## config.mk

```make
export PLATFORM = sky130hd
export DESIGN_NAME = feistel_cipher_iter
export DESIGN_NICKNAME = d
export VERILOG_FILES = /design/src/rtl/feistel_pkg.sv /design/src/rtl/feistel_round.sv /design/src/rtl/feistel_cipher_iter.sv
export SDC_FILE = /design/constraint.sdc
export NUM_CORES = 1
export LEC_CHECK = 0
export ABC_AREA = 1
export BUFFER_PORTS_ARGS = -buffer_cell sky130_fd_sc_hd__buf_2
export CAP_MARGIN = 20
export CORE_ASPECT_RATIO = 2
export CORE_MARGIN = 2
export CORE_UTILIZATION = 35
export DETAILED_ROUTE_END_ITERATION = 12
export HOLD_SLACK_MARGIN = 0.02
export SKIP_LAST_GASP = 1
export SYNTH_ARGS = -nofsm -noshare
export SYNTH_HDL_FRONTEND = slang
export SYNTH_SLANG_ARGS = --single-unit
export TNS_END_PERCENT = 100
```

## constraint.sdc

```tcl
create_clock -name clock -period 5.9 [get_ports clock]
set_input_delay 0.295 -clock clock [delete_from_list [all_inputs] [get_ports clock]]
set_output_delay 0.295 -clock clock [all_outputs]
set_load 0.01 [all_outputs]
```

## src/rtl/feistel_pkg.sv

```systemverilog
// Shared types and bit-manipulation helpers for the iterative Feistel cipher.
// Helpers work on MAX_W-bit vectors with a runtime width argument so one
// function body serves every HALF_WIDTH. Callers zero-extend their operands
// and truncate the results with size casts.
package feistel_pkg;

    localparam int MAX_W = 64;
    localparam int IW    = 6;

    typedef enum logic [1:0] {
        IDLE = 2'd0,
        RUN  = 2'd1,
        DONE = 2'd2
    } state_t;

    // Reverse the low w bits of x.
    function automatic logic [MAX_W-1:0] bitrev(input logic [MAX_W-1:0] x, input int w);
        logic [MAX_W-1:0] r;
        r = '0;
        for (int i = 0; i < MAX_W; i++)
            if (i < w) r[IW'(i)] = x[IW'(w - 1 - i)];
        return r;
    endfunction

    // Rotate the low w bits of x left by amt (taken mod w).
    function automatic logic [MAX_W-1:0] rotl(input logic [MAX_W-1:0] x, input int w, input int amt);
        logic [MAX_W-1:0] r;
        int a;
        r = '0;
        a = amt % w;
        for (int i = 0; i < MAX_W; i++)
            if (i < w) r[IW'(i)] = x[IW'((i - a + w) % w)];
        return r;
    endfunction

    // Expansion of an h-bit half to 2h bits: {bitrev(R), rotl(R,1)}.
    function automatic logic [MAX_W-1:0] expand(input logic [MAX_W-1:0] r, input int h);
        return (bitrev(r, h) << h) | rotl(r, h, 1);
    endfunction

    // Round key for round idx; decrypt walks the encrypt schedule backwards.
    function automatic logic [MAX_W-1:0] round_key(input logic [MAX_W-1:0] key, input int w2,
                                                   input int idx, input logic dec,
                                                   input int rounds, input int key_rot);
        int step;
        step = dec ? (rounds - 1 - idx) : idx;
        return rotl(key, w2, (step * key_rot) % w2);
    endfunction

endpackage

```

## src/rtl/feistel_round.sv

```systemverilog
// One combinational Feistel round: L' = R, R' = L ^ F(R, K).
// F = hi(E(R)^K) + lo(E(R)^K) + K[0], all mod 2^H.
module feistel_round
    import feistel_pkg::*;
#(
    parameter int HALF_WIDTH = 4
) (
    input  logic [HALF_WIDTH-1:0]   l,
    input  logic [HALF_WIDTH-1:0]   r,
    input  logic [2*HALF_WIDTH-1:0] k,
    output logic [HALF_WIDTH-1:0]   l_next,
    output logic [HALF_WIDTH-1:0]   r_next
);
    localparam int H  = HALF_WIDTH;
    localparam int W2 = 2 * HALF_WIDTH;

    logic [W2-1:0] e;
    logic [H-1:0]  f;

    // Round function; the carry out of the H-bit sum is dropped.
    always_comb begin
        e      = W2'(expand(MAX_W'(r), H)) ^ k;
        f      = e[W2-1:H] + e[H-1:0] + {{(H-1){1'b0}}, k[0]};
        l_next = r;
        r_next = l ^ f;
    end

endmodule

```

## src/rtl/feistel_cipher_iter.sv

```systemverilog
// Iterative Feistel cipher: one round per clock, ROUNDS rounds per block,
// valid/ready on both sides. A single round instance is reused every RUN
// cycle; the round key is derived from the latched key and the round counter.
// HALF_WIDTH is limited to 32 by the package helper width.
module feistel_cipher_iter
    import feistel_pkg::*;
#(
    parameter int HALF_WIDTH = 4,
    parameter int ROUNDS     = 4,
    parameter int KEY_ROT    = 1
) (
    input  logic                    clock,
    input  logic                    reset,
    input  logic                    in_valid,
    output logic                    in_ready,
    input  logic                    mode,
    input  logic [2*HALF_WIDTH-1:0] number,
    input  logic [2*HALF_WIDTH-1:0] key,
    output logic                    out_valid,
    input  logic                    out_ready,
    output logic [2*HALF_WIDTH-1:0] enc_number
);
    localparam int H  = HALF_WIDTH;
    localparam int W2 = 2 * HALF_WIDTH;
    localparam int CW = (ROUNDS > 1) ? $clog2(ROUNDS) : 1;
    localparam logic [CW-1:0] LAST = CW'(ROUNDS - 1);

    state_t        state_q, state_d;
    logic [CW-1:0] cnt_q, cnt_d;
    logic [H-1:0]  l_q, l_d, r_q, r_d;
    logic [W2-1:0] key_q, key_d;
    logic          mode_q, mode_d;
    logic [W2-1:0] enc_q, enc_d;
    logic          out_valid_q, out_valid_d;

    logic [W2-1:0] k_i;
    logic [H-1:0]  l_n, r_n;

    assign k_i = W2'(round_key(MAX_W'(key_q), W2, int'(cnt_q), mode_q, ROUNDS, KEY_ROT));

    feistel_round #(.HALF_WIDTH(H)) u_round (
        .l      (l_q),
        .r      (r_q),
        .k      (k_i),
        .l_next (l_n),
        .r_next (r_n)
    );

    assign in_ready   = (state_q == IDLE);
    assign out_valid  = out_valid_q;
    assign enc_number = enc_q;

    // Next-state: accept in IDLE, one round per RUN cycle, hold result in DONE.
    always_comb begin
        state_d     = state_q;
        cnt_d       = cnt_q;
        l_d         = l_q;
        r_d         = r_q;
        key_d       = key_q;
        mode_d      = mode_q;
        enc_d       = enc_q;
        out_valid_d = out_valid_q;
        case (state_q)
            IDLE: begin
                if (in_valid) begin
                    l_d     = number[W2-1:H];
                    r_d     = number[H-1:0];
                    key_d   = key;
                    mode_d  = mode;
                    cnt_d   = '0;
                    state_d = RUN;
                end
            end
            RUN: begin
                l_d = l_n;
                r_d = r_n;
                if (cnt_q == LAST) begin
                    // Final swap so decrypt is the same datapath with reversed keys.
                    enc_d       = {r_n, l_n};
                    out_valid_d = 1'b1;
                    state_d     = DONE;
                end else begin
                    cnt_d = cnt_q + 1'b1;
                end
            end
            DONE: begin
                if (out_ready) begin
                    out_valid_d = 1'b0;
                    state_d     = IDLE;
                end
            end
            default: state_d = IDLE;
        endcase
    end

    // State registers; reset drops any in-flight block.
    always_ff @(posedge clock) begin
        if (reset) begin
            state_q     <= IDLE;
            cnt_q       <= '0;
            l_q         <= '0;
            r_q         <= '0;
            key_q       <= '0;
            mode_q      <= 1'b0;
            enc_q       <= '0;
            out_valid_q <= 1'b0;
        end else begin
            state_q     <= state_d;
            cnt_q       <= cnt_d;
            l_q         <= l_d;
            r_q         <= r_d;
            key_q       <= key_d;
            mode_q      <= mode_d;
            enc_q       <= enc_d;
            out_valid_q <= out_valid_d;
        end
    end

endmodule

```

==> impl_metrics.py <==
metrics = {
    "detailed_routing": {
        "num_vias": 1713,
        "drt-initial-drc-count": 33,
        "first_pass_iters": 4,
        "wl_per_cell_um": 13.10,
        "viasPerCell": 4.994,
        "drc_errors": 0,
        "wl_um": 4492,
        "drt.antenna.violating_nets": 0,
    },
    "timing": {
        "slew_headroom_pct": 48.29,
        "grt_setup_unrepaired": "no",
        "max_slew.worst_pin.slew_ns": 0.7738,
        "setup_violations": 0,
        "hold_viol": 0,
        "fmax_mhz": 374.8,
        "fin_hold_ws_ns": 0.2677,
        "finalClockSkew_ns": 0.006271,
        "fin_crit_sh_pct": 45.22,
        "fin_crit_ns": 2.668,
        "slew_viol_final": 0,
        "setup_tns_ns": 0,
    },
    "grt": {
        "grt_max_degree": 26,
        "antenna_found_initial": 0,
        "busiest_layer": "met2",
        "grt_pass1_wl_um": 7935,
        "gr-total-overflow": 0,
        "grtUsageMet3_pct": 2.571,
        "use_met1_pct": 22.06,
        "first_global_vias": 1725,
        "use_met2_pct": 31.76,
        "grt.total_usage_pct": 18.64,
    },
    "setup_path": {
        "worst_path_most_repeated_cell": "nand2_1",
        "worstSetupPathType": "reg -> reg",
        "r2r_cells": 18,
        "r2r_end": "r_q[3]",
        "crit_path_cell_trace": "inv_1, nand2_2, nand2_2, ha_1, inv_1, o21ai_0, nand2_1, o21ai_0, xor2_1, ha_1, a21oi_1, nand2_2, inv_1, nand2_1, nand2_1, nand2_1, nand2_1, a21oi_2",
        "cp-end-kind": "flop",
        "cpPeakStageDelay_ns": 0.43,
        "cp.required_ns": 6.07,
        "arrival_ns": 2.84,
        "critPathSlowestCell": "dfxtp_1",
        "reg2reg_from": "cnt_q[0]",
        "cp_max_fo": 5,
        "worstSetupStartpointType": "flop",
        "r2r_slack_ns": 3.23,
    },
    "logic_synthesis": {
        "ys_top_cells_by_area": "dfxtp_1 34%, nand2_1 9.7%, o21ai_0 7.6%, a21oi_1 6.8%, inv_1 6.6%",
        "netlist_instances": 254,
        "ys_types": 26,
        "synth_top_area_share_pct": 33.83,
        "ys.flop_type": "dfxtp_1",
        "synth_area_mm2": 0.001775,
        "async_flop_share_pct": 0,
        "ys_ff_latch": 30,
        "synth_edf_count": 0,
        "postSynthAreaPerCell_um2": 6.990,
        "ys_seq_area_share_pct": 33.83,
        "synth_nets": 280,
        "yosysWarnings": 0,
        "yosys.area.top_type": "dfxtp_1",
    },
    "floorplanning": {
        "initial_core_util_pct": 36.50,
        "pin_count": 31,
        "chipHeight_um": 104.7,
        "rows": 36,
        "dieArea_mm2": 0.005693,
        "core_area_mm2": 0.004865,
        "die_w_um": 54.36,
    },
    "power": {
        "peakVddDrop_mv": 0.2039,
        "total_power_uw": 636.7,
        "leakagePower_uw": 0.0009912,
        "p_per_area_mw_per_mm2": 309.6,
    },
    "placement": {
        "portBuffers": 30,
        "dp_hpwl_um": 3474,
        "gp_congestion": 0.8796,
    },
    "min_path": {
        "hold_path_startpoint": "key[7]",
        "worst_hold_path.num_cells": 3,
        "min_to": "key_q[7]",
        "hold_class": "in -> reg",
    },
    "run": {
        "cap_violations": 0,
    },
    "final_layout": {
        "drive_gt1_share_pct": 20.98,
        "num-fill-cells": 535,
        "finish.utilization_pct": 42.28,
        "syn2layout_area_growth_pct": 15.86,
        "final_cell_mix": "46 x nand2_1, 31 x inv_1, 30 x dfxtp_1, 30 x buf_2, 27 x o21ai_0",
        "diodes": 0,
        "final_common_cell": "nand2_1",
        "nNetsFinal": 311,
    },
    "clocking": {
        "cts_buffers": 5,
        "holdBufCountCts": 0,
        "cts.sinks": 30,
        "tritoncts": "yes",
        "clockBufferDepth": 2,
        "postCtsSetupRepairBufs": 0,
        "htree_levels": 2,
        "clkSlewWorstSetupHoldPaths_ns": 0.07,
        "clock_latency_ns": 0.28,
        "cts_root_buf": "clkbuf_8",
        "cts-resized-gates": 0,
    },
    "run_status": {
        "outcome": "complete, no violations",
    },
}
## critical path, delay by kind of cell, from the launching register on
family	cells	cell delay [ns]
simple gates	8	0.61
fa+ha+maj	2	0.60
compound gates	4	0.53
flops	1	0.43
buf+inv	3	0.24
xor+xnor	1	0.17
## where the power goes
group / leakage (uW) / switching [uW] / internal [uW]
combinational: 0.000697 / 141 / 90.4
clock: 0.0000482 / 78.6 / 94.0
sequential: 0.000246 / 15.7 / 217
total: 0.000991 / 235 / 402
## cells by family after synthesis
group           synth area share (%)
compound gates                 18.82
flops                          33.83
xor+xnor                       4.440
fa+ha+maj                      3.947
simple gates                   30.44
buf+inv                        8.526
## cells in the mapped netlist, types with 2 or more instances
cell type / number
a31oi_1: 2
clkbuf_1: 4
nand3_1: 23
xor2_1: 6
nand2_4: 3
nand3_2: 2
o221ai_1: 4
nand2_1: 46
xnor2_1: 3
ha_1: 4
o21ai_0: 27
dfxtp_1: 30
o21bai_1: 2
nand2_2: 15
inv_1: 31
nor2_1: 19
a21oi_1: 24
## worst max path at each step
stage / start / end / slack, ns / cells past startpoint
floorplan: cnt_q[0] / r_q[3] / 3.48 / 18
global placement: cnt_q[0] / r_q[3] / 3.28 / 18
detailed placement: cnt_q[0] / r_q[3] / 3.23 / 18
CTS: cnt_q[0] / r_q[3] / 3.22 / 18
global route: cnt_q[0] / r_q[3] / 2.79 / 18
finish: cnt_q[0] / r_q[3] / 3.23 / 18
## stage by stage
stage / setup slack (ns) / cell area (um2) / cells
floorplan: 3.479 / 1775 / 254
global placement: 3.278 / 1966 / 335
detailed placement: 3.229 / 1966 / 335
CTS: 3.216 / 2057 / 343
global route: 2.793 / 2057 / 343
finish: 3.232 / 2057 / 343
## final cells by class
cell class,instances,area (um2),area share [%]
Clock buffer,7,86.33,4.197
Clock inverter,1,5.005,0.2433
Inverter,32,120.1,5.839
Multi-Input combinational cell,186,1023,49.76
Sequential cell,30,600.6,29.20
Tap cell,57,71.32,3.467
Timing Repair Buffer,30,150.1,7.299
## routing by layer
layer | vias to the layer above | wire length (um)
met5 | - | 0
met4 | 0 | 120
met3 | 10 | 117
met2 | 33 | 2434
met1 | 780 | 1820
li1 | 890 | -
## flip-flops by register name (all words and copies together) (netlist names)
register	flops
cnt_q	2
r_q	4
mode_q	1
key_q	8
l_q	4
enc_number	8
state_q	2
out_valid	1
(Power assumes the default switching activity.)
